==> src/rtl/apb_mem_pkg.sv <==
// Shared types and default constants for the APB memory arbiter slice.
package apb_mem_pkg;

   typedef enum logic [1:0] {
      IDLE  = 2'd0,
      ISSUE = 2'd1,
      RESP  = 2'd2
   } state_t;

   localparam int          DEF_NUM_REQ    = 2;
   localparam int          DEF_ADDR_WIDTH = 32;
   localparam int          DEF_DATA_WIDTH = 32;
   localparam logic [31:0] DEF_ADDR_LIMIT = 32'h0000_1000;

endpackage

==> src/rtl/rr_arbiter.sv <==
// Combinational round-robin pick: first asserted request at or above ptr, with wrap.
module rr_arbiter #(
   parameter int NUM_REQ = 2,
   parameter int IW      = 1
) (
   input  logic [NUM_REQ-1:0] req_i,
   input  logic [IW-1:0]      ptr_i,
   output logic [NUM_REQ-1:0] gnt_o,
   output logic [IW-1:0]      idx_o
);

   logic          found;
   logic [IW-1:0] cand;
   int            j;

   // Walk the requests starting at ptr; the first hit wins.
   always_comb begin
      gnt_o = '0;
      idx_o = '0;
      found = 1'b0;
      cand  = '0;
      j     = 0;
      for (int k = 0; k < NUM_REQ; k++) begin
         j = int'(ptr_i) + k;
         if (j >= NUM_REQ) begin
            j = j - NUM_REQ;
         end
         cand = IW'(j);
         if (!found && req_i[cand]) begin
            found       = 1'b1;
            gnt_o[cand] = 1'b1;
            idx_o       = cand;
         end
      end
   end

endmodule

==> src/rtl/apb_mem_arbiter.sv <==
// Shares one memory between NUM_REQ requesters: accept, issue, respond.
//
// state | meaning
// IDLE  | waiting; round-robin accept of one request (req_ready pulse)
// ISSUE | memory access cycle (mem_valid unless the address is illegal)
// RESP  | one-cycle response to the accepted requester, then advance ptr
module apb_mem_arbiter
   import apb_mem_pkg::*;
#(
   parameter int          NUM_REQ    = DEF_NUM_REQ,
   parameter int          ADDR_WIDTH = DEF_ADDR_WIDTH,
   parameter int          DATA_WIDTH = DEF_DATA_WIDTH,
   parameter logic [31:0] ADDR_LIMIT = DEF_ADDR_LIMIT
) (
   input  logic                          clk,
   input  logic                          rst,
   input  logic [NUM_REQ-1:0]            req_valid,
   input  logic [NUM_REQ-1:0]            req_wr,
   input  logic [NUM_REQ*ADDR_WIDTH-1:0] req_addr,
   input  logic [NUM_REQ*DATA_WIDTH-1:0] req_wdata,
   output logic [NUM_REQ-1:0]            req_ready,
   output logic [NUM_REQ-1:0]            rsp_valid,
   output logic                          rsp_err,
   output logic [DATA_WIDTH-1:0]         rsp_rdata,
   output logic                          mem_valid,
   output logic                          mem_wr_rd,
   output logic [ADDR_WIDTH-1:0]         mem_addr,
   output logic [DATA_WIDTH-1:0]         mem_din,
   input  logic [DATA_WIDTH-1:0]         mem_dout
);

   localparam int IW = $clog2(NUM_REQ);
   // Compare width wide enough for both the address and the 32-bit limit.
   localparam int CW = (ADDR_WIDTH > 32) ? ADDR_WIDTH : 32;

   state_t                  state_q;
   logic [IW-1:0]           ptr_q;
   logic [IW-1:0]           idx_q;
   logic                    wr_q;
   logic                    err_q;
   logic [NUM_REQ-1:0]      rsp_valid_q;
   logic                    rsp_err_q;
   logic                    mem_valid_q;
   logic                    mem_wr_rd_q;
   logic [ADDR_WIDTH-1:0]   mem_addr_q;
   logic [DATA_WIDTH-1:0]   mem_din_q;

   logic [NUM_REQ-1:0]      gnt;
   logic [IW-1:0]           gnt_idx;
   logic [ADDR_WIDTH-1:0]   addr_arr [NUM_REQ];
   logic [DATA_WIDTH-1:0]   wdata_arr [NUM_REQ];
   logic [ADDR_WIDTH-1:0]   sel_addr;
   logic [DATA_WIDTH-1:0]   sel_wdata;
   logic                    sel_wr;
   logic                    sel_err;

   for (genvar g = 0; g < NUM_REQ; g++) begin : g_unpack
      assign addr_arr[g]  = req_addr[g*ADDR_WIDTH +: ADDR_WIDTH];
      assign wdata_arr[g] = req_wdata[g*DATA_WIDTH +: DATA_WIDTH];
   end

   rr_arbiter #(
      .NUM_REQ (NUM_REQ),
      .IW      (IW)
   ) u_rr (
      .req_i (req_valid),
      .ptr_i (ptr_q),
      .gnt_o (gnt),
      .idx_o (gnt_idx)
   );

   assign sel_addr  = addr_arr[gnt_idx];
   assign sel_wdata = wdata_arr[gnt_idx];
   assign sel_wr    = req_wr[gnt_idx];
   assign sel_err   = (CW'(sel_addr) >= CW'(ADDR_LIMIT));

   // Accept is combinational so the requester sees ready in the sampling cycle.
   assign req_ready = (state_q == IDLE && !rst) ? gnt : '0;

   // Memory dout is registered on its side, so it is valid exactly in RESP.
   assign rsp_rdata = (state_q == RESP && !err_q && !wr_q) ? mem_dout : '0;

   assign rsp_valid = rsp_valid_q;
   assign rsp_err   = rsp_err_q;
   assign mem_valid = mem_valid_q;
   assign mem_wr_rd = mem_wr_rd_q;
   assign mem_addr  = mem_addr_q;
   assign mem_din   = mem_din_q;

   // Sequencer: latch winner on accept, drive memory for one cycle, respond once.
   always_ff @(posedge clk) begin
      if (rst) begin
         state_q     <= IDLE;
         ptr_q       <= '0;
         idx_q       <= '0;
         wr_q        <= 1'b0;
         err_q       <= 1'b0;
         rsp_valid_q <= '0;
         rsp_err_q   <= 1'b0;
         mem_valid_q <= 1'b0;
         mem_wr_rd_q <= 1'b0;
         mem_addr_q  <= '0;
         mem_din_q   <= '0;
      end else begin
         case (state_q)
            IDLE: begin
               rsp_valid_q <= '0;
               rsp_err_q   <= 1'b0;
               mem_valid_q <= 1'b0;
               if (|req_valid) begin
                  idx_q   <= gnt_idx;
                  wr_q    <= sel_wr;
                  err_q   <= sel_err;
                  state_q <= ISSUE;
                  // Illegal addresses never reach the memory pins.
                  if (!sel_err) begin
                     mem_valid_q <= 1'b1;
                     mem_wr_rd_q <= sel_wr;
                     mem_addr_q  <= sel_addr;
                     mem_din_q   <= sel_wdata;
                  end
               end
            end
            ISSUE: begin
               mem_valid_q <= 1'b0;
               rsp_valid_q <= NUM_REQ'(1) << idx_q;
               rsp_err_q   <= err_q;
               state_q     <= RESP;
            end
            RESP: begin
               rsp_valid_q <= '0;
               rsp_err_q   <= 1'b0;
               ptr_q       <= (idx_q == IW'(NUM_REQ - 1)) ? '0 : idx_q + IW'(1);
               state_q     <= IDLE;
            end
            default: begin
               state_q <= IDLE;
            end
         endcase
      end
   end

endmodule

==> config.mk <==
export PLATFORM = sky130hd
export DESIGN_NAME = apb_mem_arbiter
export DESIGN_NICKNAME = d
export VERILOG_FILES = /design/src/rtl/apb_mem_pkg.sv /design/src/rtl/rr_arbiter.sv /design/src/rtl/apb_mem_arbiter.sv
export SDC_FILE = /design/constraint.sdc
export NUM_CORES = 1
export LEC_CHECK = 0
export ABC_CLOCK_PERIOD_IN_PS = 4900
export BUFFER_PORTS_ARGS = -buffer_cell sky130_fd_sc_hd__buf_2
export CAP_MARGIN = 20
export CORE_AREA = 2 2 103 105
export DETAILED_ROUTE_END_ITERATION = 16
export DIE_AREA = 0 0 105 107
export HOLD_SLACK_MARGIN = 0.06
export PLACE_DENSITY = 0.77
export SKIP_LAST_GASP = 1
export SYNTH_ARGS = -nofsm -noshare
export SYNTH_HDL_FRONTEND = slang
export SYNTH_SLANG_ARGS = --single-unit
==> constraint.sdc <==
create_clock -name clk -period 4.9 [get_ports clk]
set_clock_uncertainty 0.15 [all_clocks]
set_input_delay 0.98 -clock clk [delete_from_list [all_inputs] [get_ports clk]]
set_output_delay 0.98 -clock clk [all_outputs]
set_load 0.005 [all_outputs]
# Word-level counts from Yosys, hierarchy flattened
# Index checks and enable logic that the tools add are counted.
# op_classes
magnitude_cmp	9
eq_ne	3
mux	33
n_addsub	4
shift	1
bitwise_logic	3
n_reduce_logical	17
# ops
operator	n
$mux W32	7
$ge A32 B13 Y1 const B	1
$mux W1	16
$mux W2	4
$pmux W2 S2	2
$logic_and A1 B1 Y1	6
$lt A1 B2 Y1 const B	3
$ge A2 B2 Y1 const B	2
$logic_not A1 Y1	4
$pmux W1 S2	2
$reduce_bool A2 Y1	2
$reduce_or A2 Y1	2
$reduce_and A3 Y1	1
$add A1 B1 Y2 const B	1
$demux W1 S1	2
$eq A2 B1 Y1 const B	1
$eq A2 B2 Y1 const B	1
$ge A1 B1 Y1 const B	2
$ge A1 B2 Y1 const B	1
$logic_not A2 Y1	1
$ne A2 B1 Y1 const B	1
$not A1 Y2	1
$or A2 B2 Y2	1
$reduce_and A2 Y1	1
other kinds (4)	5
# word_totals
ff_bits	75
elab_cells	81
input_bits	166

# Depth between registers and ports, before layout
# Gate-level depths: netlist of run 1.
# depth
ltp_word	16
ltp_mapped	7
mapped_depth_nobuf	4

# Cells and area by module
# From an unflattened synthesis of run 1, not the netlist that was laid out.
# unflattened
cells_unflattened	390
area_unflattened_um2	3565.9
# modules_own_cells
mod	area_per_inst_um2	instances	seq_area_each_um2	cells_each
apb_mem_arbiter	3535.9	1	1501.4	386
rr_arbiter	30.0	1	0.0	4

# Worst setup path before layout of run 1
# Ideal clock, no wire load.
# synth_timing
kind	input -> output
from	input req_valid[0]
to	output req_ready[1]
setup_slack_ns	2.043
required_time_ns	3.770
arrival_ns	1.727
path_stages	4
path_cell_list	nand2b_1 -> clkbuf_1 -> clkbuf_1 -> and3_1
# synth_via
elab_chain_len	7
word_cells_on_any_way	11
# synth_rtl
item	line_no	source
start, declared	apb_mem_arbiter.sv:17	input logic [NUM_REQ-1:0] req_valid,
$mux W1 (implied by the code) (2 in series)	rr_arbiter.sv:29	if (!found && req_i[cand]) begin
$mux W1	rr_arbiter.sv:29	
$logic_not A1 Y1	rr_arbiter.sv:29	
$logic_and A1 B1 Y1	rr_arbiter.sv:29	
$mux W2 (*)	rr_arbiter.sv:29	
$mux W2 (*)	apb_mem_arbiter.sv:78	assign req_ready = (state_q == IDLE && !rst) ? gnt : '0;
end, declared	apb_mem_arbiter.sv:21	output logic [NUM_REQ-1:0] req_ready,
# Every way passes the cells marked *; elsewhere a longest branch is shown, timed or not. The select of a mux whose other input is x is not followed.

# Final worst setup path of run 1
# Ends and elaborated chain as after synthesis.

==> out/metrics.csv, run 1 <==
stage;metric;value;unit
run_status;outcome;finished clean;
timing;slew-limit-headroom;39.6;%
grt;grt-ovfl-total;0;
clock_tree;hold_buffers;0;
synthesis;synth_seq_cells;75;
power;power.internal;1.01;mW
timing;worst_pin_slew;0.906;ns
timing;fmax;282;MHz
worst_setup_path;r2r_end;mem_din[30]$_SDFFE_PP0P_;
hold_path;hp-start;mem_valid$_SDFFE_PP0P_;
place;portBuffers;268;
clock_tree;post_cts_resized;0;
power;clockPowerShare;39.1;%
layout;area_delta_synth_final;39.1;%
route;firstDrtPassIters;4;
layout;n_antenna_cell;0;
floorplan;die_h;107;µm
route;wl_per_cell;14.9;µm
grt;grt_pass1_wl;18.9;mm
timing;finalCritPeriodShare;72.4;%
route;vias_per_cell;4.90;
timing;finalHoldViolations;0;
timing;min_period;3.55;ns
timing;slew_violations;0;
timing;setup_viol;0;
hold_path;worstHoldPathCells;2;
worst_setup_path;slowest_stage;nand2b_2;
grt;grt_pass1_vias;3907;
grt;antenna_found_initial;2;
floorplan;coreArea;10100;µm²
clock_tree;clock-sinks;75;
clock_tree;cts-htree-levels;3;
power;ir_worst_vdd;159;µV
synthesis;yosysSeqAreaShare;37.1;%
grt;grt_max_degree;117;
floorplan;die_width;105;µm
synthesis;yosys_warnings;0;
route;postRouteWirelength;12.3;mm
timing;tns;0;ns
clock_tree;cts_root_buf;clkbuf_8;
clock_tree;cts_inserted_buffers;9;
worst_setup_path;reg2reg_depth;5;
floorplan;die-area;11200;µm²
place;gp_congestion;0.847;
power;switching_share;24.3;%
power;combPwrFrac;14.3;%
worst_setup_path;cp_num_buf_inv;3;
clock_tree;insertion_delay;0.34;ns
layout;design_area;5630;µm²
worst_setup_path;cp-end-kind;output pin;
power;power_frac_seq;46.6;%
route;ant_nets;0;
power;power.switching;0.323;mW
place;place_area;5400;µm²
power;cellPowerDensity;236;nW/µm²
worst_setup_path;crit_top_cell;buf_2;
clock_tree;postCtsSetupRepairBufs;0;
worst_setup_path;arrival;2.42;ns
timing;rsz0062_at_grt;false;
clock_tree;cts.clk_slew.worst_paths;0.07;ns
layout;layout-drive-gt1-share;42.5;%
worst_setup_path;path_max_fanout;51;
hold_path;hold_path.class;flip-flop to flip-flop;
worst_setup_path;reg2reg_from;ptr_q$_SDFFE_PP0P_;
route;num_vias;4045;
floorplan;boundaryPins;269;
worst_setup_path;rrSetupSlack;1.89;ns
run;max_cap_viol_count;0;
grt;grt.total_usage;21.0;%
floorplan;start_util;40.1;%
floorplan;rows;37;
worst_setup_path;critPathKind;input pin to output pin;
synthesis;syn_area;4050;µm²
route;first_iter_violations;152;
power;cellLeakagePower;3.34;nW
worst_setup_path;max_stage_delay;0.53;ns
clock_tree;cts_tree;done;
layout;final_nets;850;
synthesis;synth_cell_types;26;
worst_setup_path;crit_chain;buf_2 > nand2b_2 > buf_4 > and3_1 > buf_2;
worst_setup_path;setup.worst_path.start_class;input pin;
hold_path;min_to;mem_valid$_SDFFE_PP0P_;
worst_setup_path;critPathRequiredTime;3.77;ns
place;dp.final_hpwl;9.32;mm
clock_tree;clockBufferDepth;2;
worst_setup_path;critPathTopFamily;simple AND/OR/NAND/NOR gates;
route;drcViolationCount;0;
synthesis;syn_avg_cell_area;9.11;µm²
synthesis;syn_inst;444;
synthesis;syn_nets;610;
registers in the layout (all words and copies together), names as in the netlist:
register	count
state_q	2
wr_q	1
mem_addr	32
idx_q	1
mem_wr_rd	1
rsp_valid	2
mem_valid	1
mem_din	32
ptr_q	1
rsp_err	1
err_q	1
layout by cell type (no fill, tap or decap):
cell / n
a21boi_0: 45
a21oi_1: 3
and2_0: 1
and2_1: 34
and3_1: 47
and3b_1: 20
buf_2: 268
buf_4: 4
buf_6: 1
bufinv_16: 2
clkbuf_1: 1
clkbuf_8: 9
clkinv_2: 1
clkinv_4: 2
clkinvlp_4: 1
dfxtp_1: 75
mux2i_1: 48
nand2_1: 2
nand2b_1: 47
nand2b_2: 1
nand3_1: 1
nand4_1: 3
nor2_1: 9
nor2_2: 1
nor2b_1: 1
nor3_1: 2
nor3_2: 1
nor3b_1: 1
nor4_1: 10
o21a_1: 1
o21bai_1: 45
o32a_2: 1
or2_2: 1
through the flow:
| stage | std cells | worst slack (ns) | power, mW | util [%] | hold WS, ns |
|---|---|---|---|---|---|
| 6_report | 825 | 1.35 | 1.33 | 55.8 | 0.303 |
| 2_1_floorplan | 444 | 2.04 | 0.735 | - | 0.303 |
| 3_3_place_gp | 808 | 1.33 | 0.818 | 53.5 | 0.291 |
| 5_1_grt | 825 | 1.24 | 1.39 | 55.8 | 0.344 |
| 3_5_place_dp | 808 | 1.17 | 0.823 | 53.5 | 0.295 |
| 4_1_cts | 824 | 1.38 | 1.34 | 55.6 | 0.306 |
worst min-delay path: stages (launching register included):
cell and delay, ns:
dfxtp_1 0.31, nand2_1 0.05, a21oi_1 0.05
power groups by stage:
stage                     clock network, mW  logic, mW  registers (mW)
final                                 0.520      0.190           0.620
after global routing                  0.561      0.211           0.620
after detailed placement                  0      0.190           0.634
after floorplan                           0      0.104           0.631
after global placement                    0      0.184           0.633
after CTS                             0.531      0.191           0.619
worst max path at each step:
| stage | slack [ns] | cells after the start | endpoint | startpoint |
|---|---|---|---|---|
| 6_report | 1.35 | 5 | req_ready[1] | req_valid[0] |
| 5_1_grt | 1.24 | 5 | req_ready[1] | req_valid[0] |
| 4_1_cts | 1.38 | 5 | req_ready[1] | req_valid[0] |
| 3_5_place_dp | 1.17 | 6 | mem_addr[3]$_SDFFE_PP0P_ | req_valid[0] |
| 2_1_floorplan | 2.04 | 4 | req_ready[1] | req_valid[0] |
| 3_3_place_gp | 1.33 | 6 | mem_din[26]$_SDFFE_PP0P_ | req_valid[0] |
cell type report:
cell class | instances | area (µm²)
timing repair buffer | 273 | 1380
sequential | 75 | 1500
tap | 136 | 170
fill | 958 | 4470
clock buffer | 10 | 128
multi-input combinational | 325 | 2350
clock inverter | 6 | 90.1
routing by layer:
layer	GRT usage [%]	vias to the layer above	routed length, µm
met5	0	-	25
met4	5.62	4	163
met3	7.36	17	888
met2	38.3	151	6310
met1	23.0	1840	4910
li1	-	2033	-
synthesized netlist by cell type (all sizes together):
| cell | count | area (µm²) |
|---|---|---|
| or2 | 1 | 6.26 |
| o21a | 1 | 7.51 |
| and3b | 20 | 175 |
| mux2i | 48 | 480 |
| a21boi | 45 | 338 |
| nor4 | 10 | 62.6 |
| nand2 | 2 | 7.51 |
| nor3 | 3 | 15.0 |
| clkbuf | 36 | 135 |
| dfxtp | 75 | 1500 |
| a21oi | 3 | 15.0 |
| and3 | 47 | 294 |
| o21bai | 45 | 338 |
| nor2 | 10 | 40.0 |
| nor2b | 1 | 6.26 |
| and2 | 35 | 219 |
| buf | 8 | 63.8 |
| nand3 | 1 | 5.00 |
| o32a | 1 | 10.0 |
| nor3b | 1 | 7.51 |
| nand2b | 48 | 300 |
| nand4 | 3 | 18.8 |
cells by family (layout without fill, tap and decap cells):
group | after synthesis | after routing | synth area share (%)
DFF | 75 | 75 | 37.1
AOI/OAI and AO/OA | 95 | 95 | 17.5
and+or+nand+nor | 182 | 182 | 28.6
muxes | 48 | 48 | 11.9
buffers and inverters | 44 | 289 | 4.92
No activity file was read; power rests on OpenSTA's default activity.
==> inputs of run 2 (changes only) <==
- ABC_AREA: unset -> 1
- ABC_CLOCK_PERIOD_IN_PS: 4900 -> 3600
- CORE_AREA: 2 2 103 105 -> 2 2 105 107
- DIE_AREA: 0 0 105 107 -> 0 0 107 109
- PLACE_DENSITY: 0.77 -> 0.79
- clock period: 4.9 -> 3.6 ns (I/O delays scaled with it)
==> out/metrics.csv, run 2 <==
stage;metric;value;unit;change
timing;slew-limit-headroom;36.9;%;-2.7 points
floorplan;boundaryPins;269;;unchanged
route;drcViolationCount;0;;unchanged
timing;setup_viol;0;;unchanged
place;dp.final_hpwl;10.1;mm;+8.0%
grt;grt_pass1_vias;4300;;+10%
run;max_cap_viol_count;0;;unchanged
synthesis;synth_cell_types;21;;-19%
run_status;outcome;finished clean;;
worst_setup_path;arrival;2.05;ns;-0.37 ns
worst_setup_path;path_max_fanout;32;;-37%
floorplan;coreArea;10600;µm²;+5.1%
worst_setup_path;path_depth;5;;unchanged
worst_setup_path;max_stage_delay;0.57;ns;+0.04 ns
layout;design_area;6110;µm²;+8.7%
power;clockPowerShare;35.2;%;-3.9 points
layout;fillers;1072;;+12%
synthesis;syn_inst;732;;+65%
worst_setup_path;cp-end-kind;output pin;;
worst_setup_path;critPathKind;flip-flop to output pin;;
synthesis;yosysSeqAreaShare;33.7;%;-3.4 points
layout;seq_area;1500;µm²;unchanged
clock_tree;clockBufferDepth;2;;unchanged
floorplan;die_width;107;µm;+1.9%
worst_setup_path;cp_num_buf_inv;2;;-1
timing;min_period;2.92;ns;
synthesis;synth_seq_cells;75;;unchanged
worst_setup_path;startpoint;state_q[1]$_SDFFE_PP0P_;;
layout;layout_commonest_cell;buf_2;;
place;gp_congestion;0.896;;+5.8%
floorplan;die_h;109;µm;+1.9%
timing;worst_pin_slew;0.945;ns;+0.0388 ns
route;vias_per_cell;4.41;;-10%
clock_tree;cts_inserted_buffers;9;;unchanged
power;combPwrFrac;17.6;%;+3.3 points
worst_setup_path;worstSetupEndpoint;rsp_rdata[13];;
synthesis;netlist.area_leader.share;33.7;%;-3.4 points
route;postRouteWirelength;13.1;mm;+6.4%
route;ant_nets;0;;unchanged
timing;slew_violations;0;;unchanged
place;portBuffers;268;;unchanged
clock_tree;cts_tree;done;;
power;power.internal;1.25;mW;+25%
synthesis;async_flop_share;0;%;unchanged
clock_tree;cts_root_buf;clkbuf_8;;
grt;antenna_found_initial;0;;-2
clock_tree;hold_buffers;0;;unchanged
timing;finalCritPeriodShare;81.2;%;
synthesis;synth_edf_count;0;;unchanged
timing;tns;0;ns;unchanged
power;cellLeakagePower;3.80;nW;+14%
hold_path;hold_path.class;flip-flop to flip-flop;;
worst_setup_path;critPathTopFamily;simple AND/OR/NAND/NOR gates;;
timing;finalHoldViolations;0;;unchanged
layout;final_cell_mix;buf_2, nand2_1, inv_1;;
layout;multi_input_area;2150;µm²;-8.6%
worst_setup_path;reg2reg_depth;11;;+6
layout;area_delta_synth_final;37.2;%;
clock_tree;postCtsSetupRepairBufs;0;;unchanged
place;place_area;5920;µm²;+9.7%
clock_tree;cts-htree-levels;3;;unchanged
synthesis;yosysMostFrequentCell;nand2_1;;
clock_tree;clock-sinks;75;;unchanged
power;ir_worst_vdd;197;µV;+24%
synthesis;synthFlopType;dfxtp_1;;
worst_setup_path;slowest_stage;nand2_1;;
clock_tree;insertion_delay;0.34;ns;about the same
layout;n_antenna_cell;0;;unchanged
floorplan;start_util;42.0;%;+1.9 points
worst_setup_path;setup.worst_path.start_class;flip-flop;;
synthesis;yosys_warnings;0;;unchanged
clock_tree;post_cts_resized;0;;unchanged
worst_setup_path;crit_top_cell;nor2_1;;
power;power_frac_seq;47.2;%;+0.6 points
route;firstDrtPassIters;4;;unchanged
power;p_total;1.78;mW;+34%
worst_setup_path;crit_chain;inv_1 > nor2_1 > nand2_1 > nor2_1 > buf_2;;
route;num_vias;4987;;+23%
synthesis;synthTopCellsByArea;dfxtp_1, nand2_1, inv_1;;
grt;grt_pass1_wl;19.5;mm;+3.1%
layout;final_nets;1151;;+35%
worst_setup_path;reg2reg_from;ptr_q$_SDFFE_PP0P_;;
timing;rsz0062_at_grt;false;;
synthesis;syn_area;4450;µm²;+10%
clock_tree;cts.clk_slew.worst_paths;0.09;ns;+0.02 ns
synthesis;syn_nets;898;;+47%
grt;grt-ovfl-total;0;;unchanged
worst_setup_path;critPathRequiredTime;2.73;ns;-1.04 ns
route;first_iter_violations;203;;+34%
grt;grt.total_usage;21.0;%;+0.024 points
worst_setup_path;r2r_end;mem_din[4]$_SDFFE_PP0P_;;
synthesis;post-synth-top-area-cell;dfxtp_1;;
layout;utilization;57.7;%;+1.9 points
place;dp.cells;1114;;+38%
synthesis;syn_avg_cell_area;6.09;µm²;-33%
power;switching_share;29.8;%;+5.4 points
layout;stdcell_count;1130;;+37%
timing;fmax;342;MHz;
floorplan;rows;38;;+2.7%
power;power.switching;0.531;mW;+64%
synthesis;synth_common_cells;nand2_1, inv_1, nor2_1, nand3_1, dfxtp_1;;
layout;layout-drive-gt1-share;30.6;%;-12 points
route;wl_per_cell;11.6;µm;-22%
worst_setup_path;rrSetupSlack;1.15;ns;-0.74 ns
floorplan;die-area;11700;µm²;+3.8%
grt;grt_max_degree;72;;-38%
power;cellPowerDensity;292;nW/µm²;+23%
run 2: final cells by class:
cell class	count	area share, %
Multi-Input combinational cell	448	35.2
Sequential cell	75	24.6
Timing Repair Buffer	281	23.7
Inverter	170	10.4
Tap cell	140	2.87
Clock buffer	9	2.03
Clock inverter	7	1.15
run 2: power by group through the flow:
stage                     logic, mW  clock network (mW)  registers (mW)
final                         0.314               0.628           0.843
after global routing          0.351               0.680           0.844
after CTS                     0.317               0.646           0.843
after detailed placement      0.316                   0           0.862
after global placement        0.312                   0           0.862
after floorplan               0.175                   0           0.861
run 2: worst min path at each step:
| stage | startpoint | end | slack [ns] | cells past startpoint |
|---|---|---|---|---|
| final | mem_valid$_SDFFE_PP0P_ | mem_valid$_SDFFE_PP0P_ | 0.31 | 2 |
| after global routing | mem_addr[25]$_SDFFE_PP0P_ | mem_addr[25]$_SDFFE_PP0P_ | 0.32 | 2 |
| after CTS | mem_valid$_SDFFE_PP0P_ | mem_valid$_SDFFE_PP0P_ | 0.31 | 2 |
| after detailed placement | mem_valid$_SDFFE_PP0P_ | mem_valid$_SDFFE_PP0P_ | 0.29 | 2 |
| after global placement | mem_addr[15]$_SDFFE_PP0P_ | mem_addr[15]$_SDFFE_PP0P_ | 0.29 | 2 |
| after floorplan | idx_q$_SDFFE_PP0P_ | ptr_q$_SDFFE_PP0P_ | 0.29 | 1 |
run 2: per-stage QoR:
step | setup WS, ns | hold slack, ns
global placement | 0.394 | 0.290
floorplan | 1.33 | 0.294
global route | 0.441 | 0.322
detailed placement | 0.355 | 0.293
finish | 0.676 | 0.307
CTS | 0.599 | 0.307
run 2: cell families (layout without fill, tap and decap cells):
group                  count (synthesis)  count (layout)  share of synthesized area [%]
muxes                                 42              42                           9.44
and+or+nand+nor                      392             392                           36.8
AOI/OAI and AO/OA                     14              14                           1.71
DFF                                   75              75                           33.7
buffers and inverters                209             467                           18.3
run 2: metal layers:
metal / wire, µm / track usage, % / vias up
met3: 903 / 5.02 / 16
li1: - / - / 2660
met1: 5220 / 22.7 / 2128
met5: 0 / 0 / -
met4: 258 / 7.70 / 0
met2: 6700 / 39.7 / 183
run 2: worst min-delay path, cell delays in order, from the launching register on:
cell and delay [ns]:
dfxtp_1 0.32, nand2_1 0.05, a21oi_1 0.05
